`src/rtl/counter_pkg.sv`:
```
// Shared definitions for the counter preload receiver: ASCII codes,
// byte-receiver state encoding and the bit-period divisor helper.
package counter_pkg;

   localparam logic [7:0] ASCII_0  = 8'h30;
   localparam logic [7:0] ASCII_9  = 8'h39;
   localparam logic [7:0] ASCII_CR = 8'h0D;
   localparam logic [7:0] ASCII_LF = 8'h0A;

   typedef enum logic [1:0] {
      IDLE,
      START,
      DATA,
      STOP
   } rx_state_t;

   // Number of system clocks per serial bit.
   function automatic int unsigned bit_period(input int unsigned clk_hz,
                                              input int unsigned baud_rate);
      return clk_hz / baud_rate;
   endfunction

endpackage

```
`src/rtl/counter_preload_rx_if.sv`:
```
// Serial line in, decoded preload value and strobes out.
interface counter_preload_rx_if #(
   parameter int unsigned WIDTH = 19
);
   logic             RXD;
   logic [WIDTH-1:0] VALUE;
   logic             LOAD;
   logic             ERR;
   logic             BUSY;

   // Host / board side: drives the line, observes the decoded result.
   modport master (
      output RXD,
      input  VALUE,
      input  LOAD,
      input  ERR,
      input  BUSY
   );

   // Receiver side.
   modport slave (
      input  RXD,
      output VALUE,
      output LOAD,
      output ERR,
      output BUSY
   );
endinterface

```
`src/rtl/counter_preload_rx_uart.sv`:
```
// 8N1 byte receiver: input synchronizer, start-bit qualification,
// mid-bit sampling and stop-bit check. Emits one-cycle byte_valid or
// frame_err strobes the cycle after the stop sample.
module uart_rx_byte
   import counter_pkg::*;
#(
   parameter int unsigned CLKS_PER_BIT = 16
) (
   input  logic       clk,
   input  logic       rst_n,
   input  logic       rxd,
   output logic [7:0] rx_byte,
   output logic       byte_valid,
   output logic       frame_err
);

   localparam int unsigned CW = $clog2(CLKS_PER_BIT);
   localparam logic [CW-1:0] HALF_LAST = CW'(CLKS_PER_BIT / 2 - 1);
   localparam logic [CW-1:0] FULL_LAST = CW'(CLKS_PER_BIT - 1);

   logic [1:0] sync;
   logic       rx_s;
   logic       rx_prev;
   logic       fall;

   rx_state_t  state, state_n;
   logic [CW-1:0] cnt, cnt_n;
   logic [2:0] bit_idx, bit_idx_n;
   logic [7:0] shift, shift_n;
   logic       valid_n;
   logic       ferr_n;

   // Two-flop synchronizer plus one delayed copy for edge detection.
   always_ff @(posedge clk or negedge rst_n) begin
      if (!rst_n) begin
         sync    <= 2'b11;
         rx_prev <= 1'b1;
      end else begin
         sync    <= {sync[0], rxd};
         rx_prev <= sync[1];
      end
   end

   assign rx_s = sync[1];
   assign fall = rx_prev & ~rx_s;

   // Receiver state, bit timer, bit index, shift register and strobes.
   always_ff @(posedge clk or negedge rst_n) begin
      if (!rst_n) begin
         state      <= IDLE;
         cnt        <= '0;
         bit_idx    <= '0;
         shift      <= '0;
         byte_valid <= 1'b0;
         frame_err  <= 1'b0;
      end else begin
         state      <= state_n;
         cnt        <= cnt_n;
         bit_idx    <= bit_idx_n;
         shift      <= shift_n;
         byte_valid <= valid_n;
         frame_err  <= ferr_n;
      end
   end

   // Next-state logic: half-period start check, full-period data/stop samples.
   always_comb begin
      state_n   = state;
      cnt_n     = cnt + CW'(1);
      bit_idx_n = bit_idx;
      shift_n   = shift;
      valid_n   = 1'b0;
      ferr_n    = 1'b0;
      unique case (state)
         IDLE: begin
            cnt_n = '0;
            if (fall) begin
               state_n = START;
            end
         end
         START: begin
            if (cnt == HALF_LAST) begin
               cnt_n     = '0;
               bit_idx_n = '0;
               // Line back high at mid start bit: glitch, drop silently.
               state_n   = rx_s ? IDLE : DATA;
            end
         end
         DATA: begin
            if (cnt == FULL_LAST) begin
               cnt_n   = '0;
               shift_n = {rx_s, shift[7:1]};
               if (bit_idx == 3'd7) begin
                  state_n = STOP;
               end else begin
                  bit_idx_n = bit_idx + 3'd1;
               end
            end
         end
         STOP: begin
            if (cnt == FULL_LAST) begin
               cnt_n   = '0;
               state_n = IDLE;
               valid_n = rx_s;
               ferr_n  = ~rx_s;
            end
         end
         default: begin
            state_n = IDLE;
         end
      endcase
   end

   assign rx_byte = shift;

endmodule

```
`src/rtl/counter_preload_rx.sv`:
```
// Decimal-line preload receiver: accumulates ASCII digits from the serial
// byte stream into a WIDTH-bit value and strobes LOAD on a CR/LF, or ERR if
// the line contained a bad byte, a framing error, too many digits or overflow.
module counter_preload_rx
   import counter_pkg::*;
#(
   parameter int unsigned CLK_HZ     = 50000000,
   parameter int unsigned BAUD_RATE  = 9600,
   parameter int unsigned WIDTH      = 19,
   parameter int unsigned MAX_DIGITS = 6
) (
   input  logic                  CLK,
   input  logic                  RST,
   counter_preload_rx_if.slave   link
);

   localparam int unsigned N     = bit_period(CLK_HZ, BAUD_RATE);
   localparam int unsigned CNT_W = $clog2(MAX_DIGITS + 1);
   localparam int unsigned EXT_W = WIDTH + 4;
   localparam logic [EXT_W-1:0] MAX_VAL = {4'b0000, {WIDTH{1'b1}}};

   logic [7:0] rx_byte;
   logic       byte_valid;
   logic       frame_err;

   logic [WIDTH-1:0] acc, acc_n;
   logic [CNT_W-1:0] cnt, cnt_n;
   logic             err, err_n;
   logic [WIDTH-1:0] value_q, value_n;
   logic             load_q, load_n;
   logic             err_pulse, err_pulse_n;

   logic             is_digit;
   logic             is_term;
   logic [3:0]       digit;
   logic [EXT_W-1:0] acc_ext;
   logic [EXT_W-1:0] cand;
   logic             overflow;

   uart_rx_byte #(
      .CLKS_PER_BIT(N)
   ) u_rx (
      .clk       (CLK),
      .rst_n     (RST),
      .rxd       (link.RXD),
      .rx_byte   (rx_byte),
      .byte_valid(byte_valid),
      .frame_err (frame_err)
   );

   assign is_digit = (rx_byte >= ASCII_0) && (rx_byte <= ASCII_9);
   assign is_term  = (rx_byte == ASCII_CR) || (rx_byte == ASCII_LF);
   // For '0'..'9' the low nibble is already the digit value.
   assign digit    = rx_byte[3:0];
   assign acc_ext  = EXT_W'(acc);
   assign cand     = (acc_ext << 3) + (acc_ext << 1) + EXT_W'(digit);
   assign overflow = cand > MAX_VAL;

   // Parser registers and registered output strobes.
   always_ff @(posedge CLK or negedge RST) begin
      if (!RST) begin
         acc       <= '0;
         cnt       <= '0;
         err       <= 1'b0;
         value_q   <= '0;
         load_q    <= 1'b0;
         err_pulse <= 1'b0;
      end else begin
         acc       <= acc_n;
         cnt       <= cnt_n;
         err       <= err_n;
         value_q   <= value_n;
         load_q    <= load_n;
         err_pulse <= err_pulse_n;
      end
   end

   // Line parser: digits accumulate, terminators resolve, anything else poisons the line.
   always_comb begin
      acc_n       = acc;
      cnt_n       = cnt;
      err_n       = err;
      value_n     = value_q;
      load_n      = 1'b0;
      err_pulse_n = 1'b0;
      if (frame_err) begin
         err_n = 1'b1;
      end else if (byte_valid) begin
         if (is_digit) begin
            if (!err) begin
               if ((cnt == CNT_W'(MAX_DIGITS)) || overflow) begin
                  err_n = 1'b1;
               end else begin
                  acc_n = cand[WIDTH-1:0];
                  cnt_n = cnt + CNT_W'(1);
               end
            end
         end else if (is_term) begin
            if (err) begin
               err_pulse_n = 1'b1;
            end else if (cnt != '0) begin
               value_n = acc;
               load_n  = 1'b1;
            end
            acc_n = '0;
            cnt_n = '0;
            err_n = 1'b0;
         end else begin
            err_n = 1'b1;
         end
      end
   end

   assign link.VALUE = value_q;
   assign link.LOAD  = load_q;
   assign link.ERR   = err_pulse;
   assign link.BUSY  = (cnt != '0) || err;

endmodule

```
`src/flat_wrapper.sv`:
```
// flat-port wrapper written by rule: the top's interface ports become plain ports
module counter_preload_rx_flat import counter_pkg::*;
#(
   parameter int unsigned CLK_HZ     = 50000000,
   parameter int unsigned BAUD_RATE  = 9600,
   parameter int unsigned WIDTH      = 19,
   parameter int unsigned MAX_DIGITS = 6
)
  (CLK, RST, link_RXD, link_VALUE, link_LOAD, link_ERR, link_BUSY);
  counter_preload_rx_if #(.WIDTH(WIDTH)) link_i ();
  input  logic CLK;
  input  logic RST;
  input wire logic [$bits(link_i.RXD)-1:0] link_RXD;
  output wire logic [$bits(link_i.VALUE)-1:0] link_VALUE;
  output wire logic [$bits(link_i.LOAD)-1:0] link_LOAD;
  output wire logic [$bits(link_i.ERR)-1:0] link_ERR;
  output wire logic [$bits(link_i.BUSY)-1:0] link_BUSY;
  assign link_i.RXD = link_RXD;
  assign link_VALUE = link_i.VALUE;
  assign link_LOAD = link_i.LOAD;
  assign link_ERR = link_i.ERR;
  assign link_BUSY = link_i.BUSY;
  counter_preload_rx #(.CLK_HZ(CLK_HZ), .BAUD_RATE(BAUD_RATE), .WIDTH(WIDTH), .MAX_DIGITS(MAX_DIGITS)) u_core (.CLK(CLK), .RST(RST), .link(link_i));
endmodule
```
`config.mk`:
```
export PLATFORM = sky130hd
export DESIGN_NAME = counter_preload_rx_flat
export DESIGN_NICKNAME = d
export VERILOG_FILES = /design/src/rtl/counter_pkg.sv /design/src/rtl/counter_preload_rx_if.sv /design/src/rtl/counter_preload_rx_uart.sv /design/src/rtl/counter_preload_rx.sv /design/src/flat_wrapper.sv
export SDC_FILE = /design/constraint.sdc
export NUM_CORES = 1
export LEC_CHECK = 0
export ABC_CLOCK_PERIOD_IN_PS = 5800
export CAP_MARGIN = 5
export CORE_MARGIN = 2
export CORE_UTILIZATION = 45
export DETAILED_ROUTE_END_ITERATION = 6
export PLACE_DENSITY = 0.72
export SLEW_MARGIN = 20
export SYNTH_ARGS = -nofsm -noshare
export SYNTH_HDL_FRONTEND = slang
export SYNTH_SLANG_ARGS = --single-unit
```
`constraint.sdc`:
```
create_clock -name CLK -period 5.8 [get_ports CLK]
set_input_delay 1.16 -clock CLK [delete_from_list [all_inputs] [get_ports CLK]]
set_output_delay 1.16 -clock CLK [all_outputs]
set_load 0.005 [all_outputs]
```
==> metrics <==
routed length on met2 4.58 mm; Final nets 541; CP Max Fanout 20; mux share of post-synthesis cell area 2.94%; # diodes 0; main combinational cell family by area after synthesis simple AND/OR/NAND/NOR gates; total wire length 8.96 mm; Post-Synthesis Cells 469; total power 1.09 mW; status completed; FF-to-FF path depth 12; post-route ant nets 0; area grow syn2layout 12.8%; share of cells above drive strength 1 10.2%; vias per cell 5.40; placed cells 615; Synth area leader dfrtp_1; Leakage 2.40 nW; commonest non-fill, non-tap cells in the layout nand2_1, dfrtp_1, ha_1; unrepaired setup endpoints after global routing no; top sig layer met4; PortBufs 24; Slew Viols, Final 0; FF+latch count, synth 75; count of cell types in the netlist 68; Fillers 906; CTS resizes 0; startpoint types register; worst skew pair latency 0.35 ns; routability cong. 0.900; largest cells by area after synthesis dfrtp_1, ha_1, nand2_1; simple-gate share of the synthesized area 18.3%; Post-CTS Setup Inserts 0; gr ovfl total 0; critical path endpoint category register; post-synthesis sequential area ratio 41.6%; CTS buffer count 9; Root Buffer clkbuf_8; Rows 36; top_reg_cell synth dfrtp_1; DRT Pass-1 Iters 4; Clock Sinks 75; Cell Count, Final, Fillers Out 631; I/O pins 25; worst hold path type reg -> reg; initial antenna violation count 0; die area 10900 um^2; commonest non-fill, non-tap cell in the layout nand2_1; 1st-iter DRT viols 131; largest net degree at the start of global routing 76; worst-margin pin slew 0.943 ns; CTS max path bufs 2; flip-flop and latch area 1880 um^2; synthesized cell area 4520 um^2; H-tree depth 3; wire per inst 14.2 um; post-synthesis average cell area 9.63 um^2; Compound-Gate Fraction of Synth Area 15.8%; Post-Route Setup TNS 0 ns; Synth async-reset ratio 100%; total core area 9770 um^2; clk_skew 0.00708 ns; vias in the first global route 3317; TritonCTS clock tree done; fin area 5090 um^2; critical path arrival 4.41 ns; hold path cells 0; minimum clock period 4.17 ns; first-pass GRT wire length 15.5 mm; Slew headroom 37.1%; Starting Density 46.2%; max_cap viols 0; met3 WL 227 um; Multi-input gate area 2480 um^2; setup violators final 0; via count 3409; Critical Path RT 6.04 ns; Synth top area share 39.9%; Post-synth EDFFs 0; VDD IR-drop max 0.000184 V; Pwr Density 214 nW/um^2; WS Path Type reg -> reg; Die Wd 104 um; Synth warnings 0; Tcrit/Tclk final 71.9%; Fin. Hold Viols 0; cts hold-fix bufs 0; Worst-path clk slew 0.07 ns; hpwl dp 6.39 mm; Met1 Routed Length 4.06 mm; syn_nets 517; Post-DP Area 4860 um^2; post-synthesis adder-cell area fraction 12.8%; maximum clock frequency 240 MHz; xor and xnor fraction of the mapped netlist area 5.04%; Tot GR Track Use 17.4%; die height 104 um; DRC viols 0
==> worst max-delay path, stage by stage (launching register included) <==
cell,delay (ns)
dfrtp_1,0.35
inv_1,0.08
fa_1,0.59
inv_1,0.06
ha_1,0.33
a211oi_2,0.25
o21ai_2,0.10
nor4b_2,0.17
or2_1,0.26
o311a_1,0.35
nor3b_1,0.38
nand3_1,0.68
o22ai_1,0.45
==> sequential cells by signal (all words and copies together) (netlist names), named ones only <==
name / cells
u_core.acc: 19
u_core.cnt: 3
u_core.err: 1
u_core.link.ERR: 1
u_core.link.LOAD: 1
u_core.link.VALUE: 19
u_core.u_rx.bit_idx: 3
u_core.u_rx.byte_valid: 1
u_core.u_rx.cnt: 13
u_core.u_rx.frame_err: 1
u_core.u_rx.rx_byte: 8
u_core.u_rx.rx_prev: 1
u_core.u_rx.state: 1
u_core.u_rx.sync: 2
==> synth_stat cells, drive strengths merged (3+ instances only) <==
master,number
nor3,7
o2bb2ai,15
ha,43
o211ai,7
xnor2,11
o21ai,20
dfstp,3
mux2,10
a21oi,18
nand2,85
nor2b,3
a31o,3
a211oi,6
nand4,6
nor2,35
nand3,12
clkbuf,7
a21o,7
dfrtp,72
and2,4
a31oi,3
buf,5
nor3b,3
and3,3
inv,22
a211o,4
nor4,3
or2b,4
nand2b,6
xor2,15
o22ai,3
==> power breakdown <==
| part | internal, mW | switching [mW] | leakage, nW |
|---|---|---|---|
| clock | 0.279 | 0.195 | 0.120 |
| sequential | 0.537 | 0.0157 | 1.03 |
| combinational | 0.0242 | 0.0392 | 1.25 |
==> through the flow <==
step           utilization (%)  hold slack, ns  setup WS, ns
3_3_place_gp              49.7           0.350          1.78
4_1_cts                   52.1           0.362          1.58
2_1_floorplan                -           0.345          2.27
3_5_place_dp              49.7           0.347          1.60
6_report                  52.1           0.358          1.63
5_1_grt                   52.1           0.365          1.19
==> cell type report <==
cell class,count,area share [%]
multi-input combinational,359,48.6
sequential,75,36.9
timing repair buffer,25,4.81
clock buffer,13,3.32
tap,133,3.27
inverter,23,1.69
clock inverter,3,1.35
==> path summary, 6_finish.rpt <==
check / to / slack [ns] / from
max: u_core.acc[2] / 1.63 / u_core.acc[0]
min: u_core.u_rx.sync[1] / 0.36 / u_core.u_rx.sync[0]
max reg2reg: u_core.acc[2] / 1.63 / u_core.acc[0]
min reg2reg: u_core.u_rx.sync[1] / 0.36 / u_core.u_rx.sync[0]
max in group asynchronous: u_core.acc[13] / 4.24 / RST
min in group asynchronous: u_core.link.VALUE[14] / 0.92 / RST
==> metal layers <==
metal | track usage (%) | vias up
li1 | - | 1703
met1 | 21.5 | 1639
met2 | 30.6 | 59
met3 | 3.07 | 8
met4 | 5.79 | 0
met5 | 0 | -
==> cells by family (layout without fill, tap and decap cells) <==
kind of cell / count (synthesis) / after routing
XOR/XNOR: 26 / 26
buffers and inverters: 35 / 64
adder cells (fa/ha/maj): 45 / 45
AO/OA/AOI/OAI: 98 / 98
flip-flops: 75 / 75
AND/OR/NAND/NOR: 178 / 178
multiplexers: 12 / 12
No activity file was read; power rests on OpenSTA's default activity.
